[src/rtl/pc_fetch_pkg.sv]
// Shared processor package: fetch FSM states and reset vector.
// Imported by the fetch stage and anything that decodes its state.
package pc_fetch_pkg;

  typedef enum logic [2:0] {
    S_REQ,
    S_RSP,
    S_HOLD,
    S_WAIT_PC,
    S_DROP,
    S_FAULT
  } fetch_state_t;

  localparam logic [31:0] RESET_PC_DEFAULT = 32'h0000_0000;

  function automatic logic misaligned(input logic [1:0] lo);
    return lo != 2'b00;
  endfunction

endpackage

[src/rtl/pc_fetch_stage.sv]
// PC register and single-outstanding instruction fetch FSM.
// Presents one fetched word at a time to decode.
module pc_fetch_stage
  import pc_fetch_pkg::*;
#(
  parameter int              WIDTH    = 32,
  parameter logic [WIDTH-1:0] RESET_PC = WIDTH'(RESET_PC_DEFAULT)
) (
  input  logic             clk,
  input  logic             rst_n,
  input  logic [WIDTH-1:0] next_pc,
  input  logic             pc_load,
  output logic [WIDTH-1:0] curr_pc,
  output logic             imem_req,
  output logic [WIDTH-1:0] imem_addr,
  input  logic             imem_gnt,
  input  logic             imem_rvalid,
  input  logic [WIDTH-1:0] imem_rdata,
  output logic             instr_valid,
  input  logic             instr_ready,
  output logic [WIDTH-1:0] instr,
  output logic [WIDTH-1:0] instr_pc,
  output logic             fault
);

  fetch_state_t     state_q, state_d;
  logic [WIDTH-1:0] pc_q, pc_d;
  logic [WIDTH-1:0] instr_q, instr_d;
  logic [WIDTH-1:0] ipc_q, ipc_d;
  logic             fault_q, fault_d;
  logic             load_ok;
  logic             load_bad;

  assign load_bad = pc_load && misaligned(next_pc[1:0]);
  assign load_ok  = pc_load && !load_bad;

  always_comb begin
    state_d = state_q;
    pc_d    = pc_q;
    instr_d = instr_q;
    ipc_d   = ipc_q;
    fault_d = fault_q;
    unique case (state_q)
      S_REQ: begin
        // A grant in the redirect cycle belongs to the old address.
        if (load_ok) begin
          pc_d = next_pc;
          if (imem_gnt) state_d = S_DROP;
        end else if (imem_gnt) begin
          state_d = S_RSP;
        end
      end
      S_RSP: begin
        // If the response lands with the redirect, it is consumed here.
        if (load_ok) begin
          pc_d    = next_pc;
          state_d = imem_rvalid ? S_REQ : S_DROP;
        end else if (imem_rvalid) begin
          instr_d = imem_rdata;
          ipc_d   = pc_q;
          state_d = S_HOLD;
        end
      end
      S_HOLD: begin
        if (load_ok) begin
          pc_d    = next_pc;
          state_d = S_REQ;
        end else if (instr_ready) begin
          state_d = S_WAIT_PC;
        end
      end
      S_WAIT_PC: begin
        if (load_ok) begin
          pc_d    = next_pc;
          state_d = S_REQ;
        end
      end
      S_DROP: begin
        if (load_ok) pc_d = next_pc;
        if (imem_rvalid) state_d = S_REQ;
      end
      S_FAULT: ;
      default: state_d = S_REQ;
    endcase
    if (load_bad && state_q != S_FAULT) begin
      pc_d    = pc_q;
      fault_d = 1'b1;
      state_d = S_FAULT;
    end
  end

  always_ff @(posedge clk) begin
    if (!rst_n) begin
      state_q <= S_REQ;
      pc_q    <= RESET_PC;
      instr_q <= '0;
      ipc_q   <= '0;
      fault_q <= 1'b0;
    end else begin
      state_q <= state_d;
      pc_q    <= pc_d;
      instr_q <= instr_d;
      ipc_q   <= ipc_d;
      fault_q <= fault_d;
    end
  end

  assign curr_pc     = pc_q;
  assign imem_addr   = pc_q;
  assign imem_req    = (state_q == S_REQ);
  assign instr_valid = (state_q == S_HOLD);
  assign instr       = instr_q;
  assign instr_pc    = ipc_q;
  assign fault       = fault_q;

endmodule
[config.mk]
export PLATFORM = sky130hd
export DESIGN_NAME = pc_fetch_stage
export DESIGN_NICKNAME = d
export VERILOG_FILES = /design/src/rtl/pc_fetch_pkg.sv /design/src/rtl/pc_fetch_stage.sv
export SDC_FILE = /design/constraint.sdc
export NUM_CORES = 1
export LEC_CHECK = 0
export ABC_AREA = 1
export CAP_MARGIN = 20
export CORE_ASPECT_RATIO = 0.9
export CORE_MARGIN = 2
export CORE_UTILIZATION = 36
export DETAILED_ROUTE_END_ITERATION = 8
export PLACE_DENSITY = 0.75
export SKIP_CTS_REPAIR_TIMING = 1
export SLEW_MARGIN = 20
export SYNTH_ARGS = -nofsm -noshare
export SYNTH_HDL_FRONTEND = slang
export SYNTH_SLANG_ARGS = --single-unit
[constraint.sdc]
create_clock -name clk -period 1.4 [get_ports clk]
set_clock_uncertainty 0.1 [all_clocks]
set_input_delay 0.28 -clock clk [delete_from_list [all_inputs] [get_ports clk]]
set_output_delay 0.28 -clock clk [all_outputs]
set_load 0.02 [all_outputs]
## Yosys cells after proc, flatten, opt, wreduce, memory -nomap -nowiden

Cells that the tools add are included.

| word-level totals | value |
|---|---|
| word-level logic and storage cells | 51 |
| bits in registers | 100 |
| output and inout port bits | 131 |

| operators by class | value |
|---|---|
| bitwise operators | 4 |
| mux-type cells | 12 |
| reductions and logical operators | 12 |
| equal/unequal tests | 17 |

Operator list:

| kind | count |
|---|---|
| 3-bit two-way mux | 11 |
| 3-bit one-hot mux with 6 select lines | 1 |
| 3-bit != test (second input constant) | 4 |
| 6-bit AND reduction | 2 |
| 3-bit by 2-bit equality test with 1-bit output (second input constant) | 2 |
| 3-bit equality test (second input constant) | 2 |
| 2-bit != test (second input constant) | 3 |
| 3-bit by 1-bit != test with 1-bit output (second input constant) | 2 |
| 3-bit AND reduction | 2 |
| 5-bit OR reduction | 1 |
| 4-bit by 1-bit != test with 1-bit output (second input constant) | 1 |
| 4-bit != test (second input constant) | 1 |
| 1-bit inverter | 4 |
| 3-bit by 1-bit equality test with 1-bit output (second input constant) | 1 |
| 1-bit logical AND | 3 |
| 3-bit zero test | 1 |
| 2-bit by 1-bit != test with 1-bit output (second input constant) | 1 |
| 2-bit nonzero test | 1 |
| 2-bit OR reduction | 1 |
| 1-bit zero test | 1 |

## Logic depth before layout (Yosys ltp)

| logic depth | value |
|---|---|
| word-level depth | 7 |
| gate-level depth with buffers | 9 |
| mapped depth without buffers | 9 |

## Worst setup path before layout

OpenSTA, ideal clock, no wires.

| timing path | value |
|---|---|
| path type | register to register |
| start | reg state_q[1] |
| end | reg state_q[0] |
| stages on the path, launching flop included | 7 |
| data arrival time | 1.389 ns |
| path slack | -0.153 ns |
| required time | 1.236 ns |
| path buffers | 0 |
| clock period less this slack | 1.553 ns |
| cells stage by stage | dfxtp_1 inv_1 nor3_1 o21ai_0 nand4_1 inv_1 nor2_1 |

| between the ends | value |
|---|---|
| elaborated cells between the ends (all ways) | 17 |
| classes of those cells | eq/ne: 12; mux: 2; reduce/logical: 3 |

RTL lines:

| item | line | RTL |
|---|---|---|
| from (decl) | pc_fetch_stage.sv:26 | `fetch_state_t state_q, state_d;` |
| from (signal assigned) | pc_fetch_stage.sv:100 | `state_q <= state_d;` |
| 3-bit by 2-bit equality test with 1-bit output * | - |  |
| net instr_valid | pc_fetch_stage.sv:19 | `output logic instr_valid,` |
| 4-bit by 1-bit != test with 1-bit output (no line) or 3-bit one-hot mux with 6 select lines (tied branches) | - |  |
| 6-bit AND reduction (no line) or 3-bit two-way mux (tied branches) | - |  |

The timed path passes the listed nets; every way through them passes the cells marked *.
A chain may end at the register's enable or synchronous reset.

## Worst setup path in the final report

| timing path | value |
|---|---|
| start | reg state_q[1] |
| end | reg instr_q[18], in the netlist instr[18] |

| between the ends | value |
|---|---|
| cells in the longest elaborated chain, start to end | 2 |

RTL lines:

| item | line | RTL |
|---|---|---|
| 3-bit by 1-bit equality test with 1-bit output | pc_fetch_stage.sv:43 | `unique case (state_q)` |
| 3-bit AND reduction (no line) | - |  |
| to (signal assigned) | pc_fetch_stage.sv:102 | `instr_q <= instr_d;` |
| to (decl) | pc_fetch_stage.sv:28 | `logic [WIDTH-1:0] instr_q, instr_d;` |

Every way passes these cells.

==> impl_summary.log <==
[metrics] residual antenna-violating net count after detailed routing: 0
[metrics] die width: 114 um
[metrics] proportion of synthesized area in mux cells: 0%
[metrics] worst-path fanout max: 5
[metrics] Worst R2R Path Depth: 8
[metrics] Starting Density: 36.7%
[metrics] Total Routed Length: 13300 um
[metrics] insertion delay to the later sink of the worst-skew pair: ~330 ps
[metrics] number of warnings reported in the yosys synthesis log: 0
[metrics] post-synthesis simple-gate area fraction: 23.7%
[metrics] clock-pin slew of the registers on the worst-case setup and hold paths: 70 ps
[metrics] first-pass GRT wire length: 16700 um
[metrics] mean number of vias per cell: between 4 and 5
[metrics] master of the slowest instance on the critical path: dfxtp_2
[metrics] initial antenna violation count: 0
[metrics] Req. time, crit path: roughly 1500 ps
[metrics] endpoints failing hold: 0
[metrics] xor and xnor area share after synthesis: 0%
[metrics] reported max-cap violation count: 0
[metrics] post-synthesis share of cell area spent on full adders, half adders and majority gates: 0%
[metrics] ratio of final minimum period to clock period: 118%
[metrics] core box area: 10700 sq um
[metrics] cell area after placement: 5950 sq um
[metrics] number of storage elements in the synthesis netlist: 100
[metrics] portion of total power attributed to combinational logic: 43.1%
[metrics] portion of synthesized cell area occupied by the leading cell type: 50.9%
[metrics] number of clock sinks seen by CTS: 100
[metrics] H-tree depth reported by CTS: 3
[metrics] Setup CP Type: reg -> reg
[metrics] via count of the first global-routing pass: 3520
[metrics] actual transition at the worst max-transition pin: 455 ps
[metrics] routed vias: 4026
[metrics] pwr/cell area: 1560 nW/um^2
[metrics] Non-Filler Cell Area, Final: slightly above 7000 sq um
[metrics] average detailed-routed wire length per instance: 15.8 um
[metrics] worst hold slack: 363 ps
[metrics] worst r2r src: state_q[1]
[metrics] minimum setup slack after placement: -481 ps
[metrics] slack of the critical path: -250 ps
[metrics] arrival time of data at the critical path endpoint: 1770 ps
[metrics] setup repair after global routing missed its margin: true
[metrics] Post-Syn Area per Cell: between 7 and 8 sq um
[metrics] Sw Share: 35.5%
[metrics] element type at the critical path end: flop
[metrics] share of total power in the clock network: 23.3%
[metrics] critical path's largest stage delay: 340 ps
[metrics] clock tree from TritonCTS: done
[metrics] hold path cells: 4
[metrics] non-filler instance count after layout: about 840
[metrics] gate count of the mapped netlist: 505
[metrics] net count after synthesis: between 500 and 600
[metrics] share of final-layout standard cells stronger than drive strength 1: 28.5%
[metrics] Min-Delay Path Class: in -> reg
[metrics] DR pass1 iterations: 4
[metrics] VDD IR-drop max: around 0.60 mV
[metrics] Compound-Gate Fraction of Synth Area: about an eighth
[metrics] Switching Power: 3.97 mW
[metrics] setup-violating endpoint count in the final report: 100
[metrics] count of different cell masters after synthesis: 20
[metrics] maximum buffer depth of the clock tree: 2
[metrics] part of the Yosys area used for sequential elements: 50.9%
[metrics] library cell with the largest summed area after synthesis: dfxtp_1
[metrics] Cell Rows: 36
[metrics] pin count of the biggest net entering global routing: between 90 and 100
[metrics] routability-driven placement congestion ratio: 0.818
[metrics] power share of the sequential group: 33.6%
[metrics] dpl cells: 803
[metrics] antenna cell count: 0
[metrics] violations in the final reports: setup timing
[metrics] synthesized area: between 3000 and 4000 sq um
[metrics] most frequent cell on the critical path: buf_6
[metrics] detailed-placement wirelength estimate: 7830 um
[metrics] launching element of the worst setup path: state_q[1]
[metrics] sum of overflow across all layers after global routing: 0
[metrics] clock buffer count from CTS: 9
[metrics] type of origin of the critical path: flop
[metrics] total internal power: about 7.2 mW
[metrics] Die Ht: between 100 and 150 um
[metrics] CTS Root Buffer Type: clkbuf_16
[metrics] Power, Total: about 11 mW
[metrics] worst hold start: rst_n
[metrics] Syn-to-layout area delta: 82.5%
[metrics] highest clock frequency the design can meet: 0.606 GHz
[metrics] Die ar.: 11800 sq um
[metrics] run status: finished, violations left
[metrics] DRC Markers: 0
[metrics] top area cells in the synthesized netlist: dfxtp_1 (51%), nor2_1 (17%), o21ai_0 (12%)
[metrics] Endpoint, Worst Hold: curr_pc[17]
[metrics] number of primary I/O pins: 201
[metrics] Period minus WS final: around 1600 ps
[metrics] Total Routing Usage GR: 17.7%
[metrics] nets@finish: 774
[metrics] largest family of logic cells by synthesized area: simple AND/OR/NAND/NOR gates
[metrics] R2R Path End: instr[18]
[metrics] DRC marker count from the first detailed-route iteration: 213
[metrics] total count of max-transition violations in the final report: 0
[metrics] CP cell instances: buf_6 > buf_6 > nor2_4 > nand4_4 > buf_6 > clkbuf_16 > o21ai_2 > nor2_1
[metrics] port bufs: 200
[metrics] Static Leakage: between 4 and 5 nW
[metrics] reg2reg setup slack: -250 ps
[metrics] worst rel slew slack: around 70%
==> final cells by class <==
type | count | area [sq um]
Inverter | 18 | 83.8
Timing Repair Buffer | 249 | 2790
Tap cell | 133 | 166
Clock inverter | 6 | 87.6
Multi-Input combinational cell | 326 | 1820
Fill cell | 869 | 3540
Clock buffer | 9 | 225
Sequential cell | 100 | 2010
==> how the worst max path moves through the flow <==
stage                    to  cells after the start
2_1_floorplan     instr[16]                      7
3_3_place_gp   instr_pc[19]                      7
3_5_place_dp      instr[18]                      7
4_1_cts         instr_valid                      3
5_1_grt        instr_pc[11]                      7
6_report          instr[18]                      8
==> cells in the mapped netlist <==
master / n
nor2_4: 1
inv_2: 2
nand3_1: 8
o211ai_1: 2
nor2_1: 178
nand2_1: 10
a21oi_1: 5
buf_2: 5
dfxtp_1: 100
nor2_2: 20
buf_4: 32
o21ai_2: 1
o21ai_0: 95
clkbuf_1: 19
inv_1: 16
buf_6: 3
buf_12: 2
nor3_1: 3
nand4_1: 2
nand4_4: 1
==> placed cells by master, fill, tap and decap left out, drive strengths merged <==
master	Yosys	routed
o21ai	96	96
bufinv	0	2
dlymetal6s2s	0	102
nand2	10	10
dfxtp	100	100
nor2	199	199
nor3	3	3
a21oi	5	5
clkdlybuf4s50	0	65
clkinv	0	4
o211ai	2	2
clkbuf	19	48
buf	42	43
clkinvlp	0	1
nand3	8	8
nand4	3	3
inv	18	17
==> critical path: cells and delay by family, from the launching register on <==
| kind | cells | cell delay [ps] |
|---|---|---|
| compound gates | 1 | 150 |
| buf+inv | 4 | 570 |
| flops | 1 | 340 |
| simple gates | 3 | 370 |
==> power by group through the flow <==
stage,registers (mW),logic (mW),clock network [mW]
2_1_floorplan,4.39,1.70,0
3_3_place_gp,3.79,3.96,0
3_5_place_dp,3.80,4.05,0
4_1_cts,3.75,4.06,2.65
5_1_grt,3.83,5.17,2.78
6_report,3.77,4.83,2.61
==> flip-flops by register name (all words and copies together), names as in the netlist <==
name	cells
curr_pc	32
fault	1
instr_pc	32
state_q	3
instr	32
==> metrics by stage <==
stage,utilization [%],TNS [ps]
floorplan,-,0
global placement,55.5,-35710
detailed placement,55.5,-39880
CTS,58.5,-53600
global route,67.0,-19200
finish,67.0,-13470
==> metal layers <==
metal / up-vias / wire (um) / GRT usage [%]
met5: - / 0 / 0
met4: 0 / 155 / 4.13
met3: 12 / 761 / 5.24
met2: 131 / 6840 / 31.7
met1: 1901 / 5540 / 21.1
li1: 1982 / - / -
==> logic make-up (layout without fill, tap and decap cells) <==
group / after synthesis / after routing
compound gates: 103 / 103
buf+inv: 79 / 282
flops: 100 / 100
simple gates: 223 / 223
Note: power is estimated with default switching activity, not from simulation.
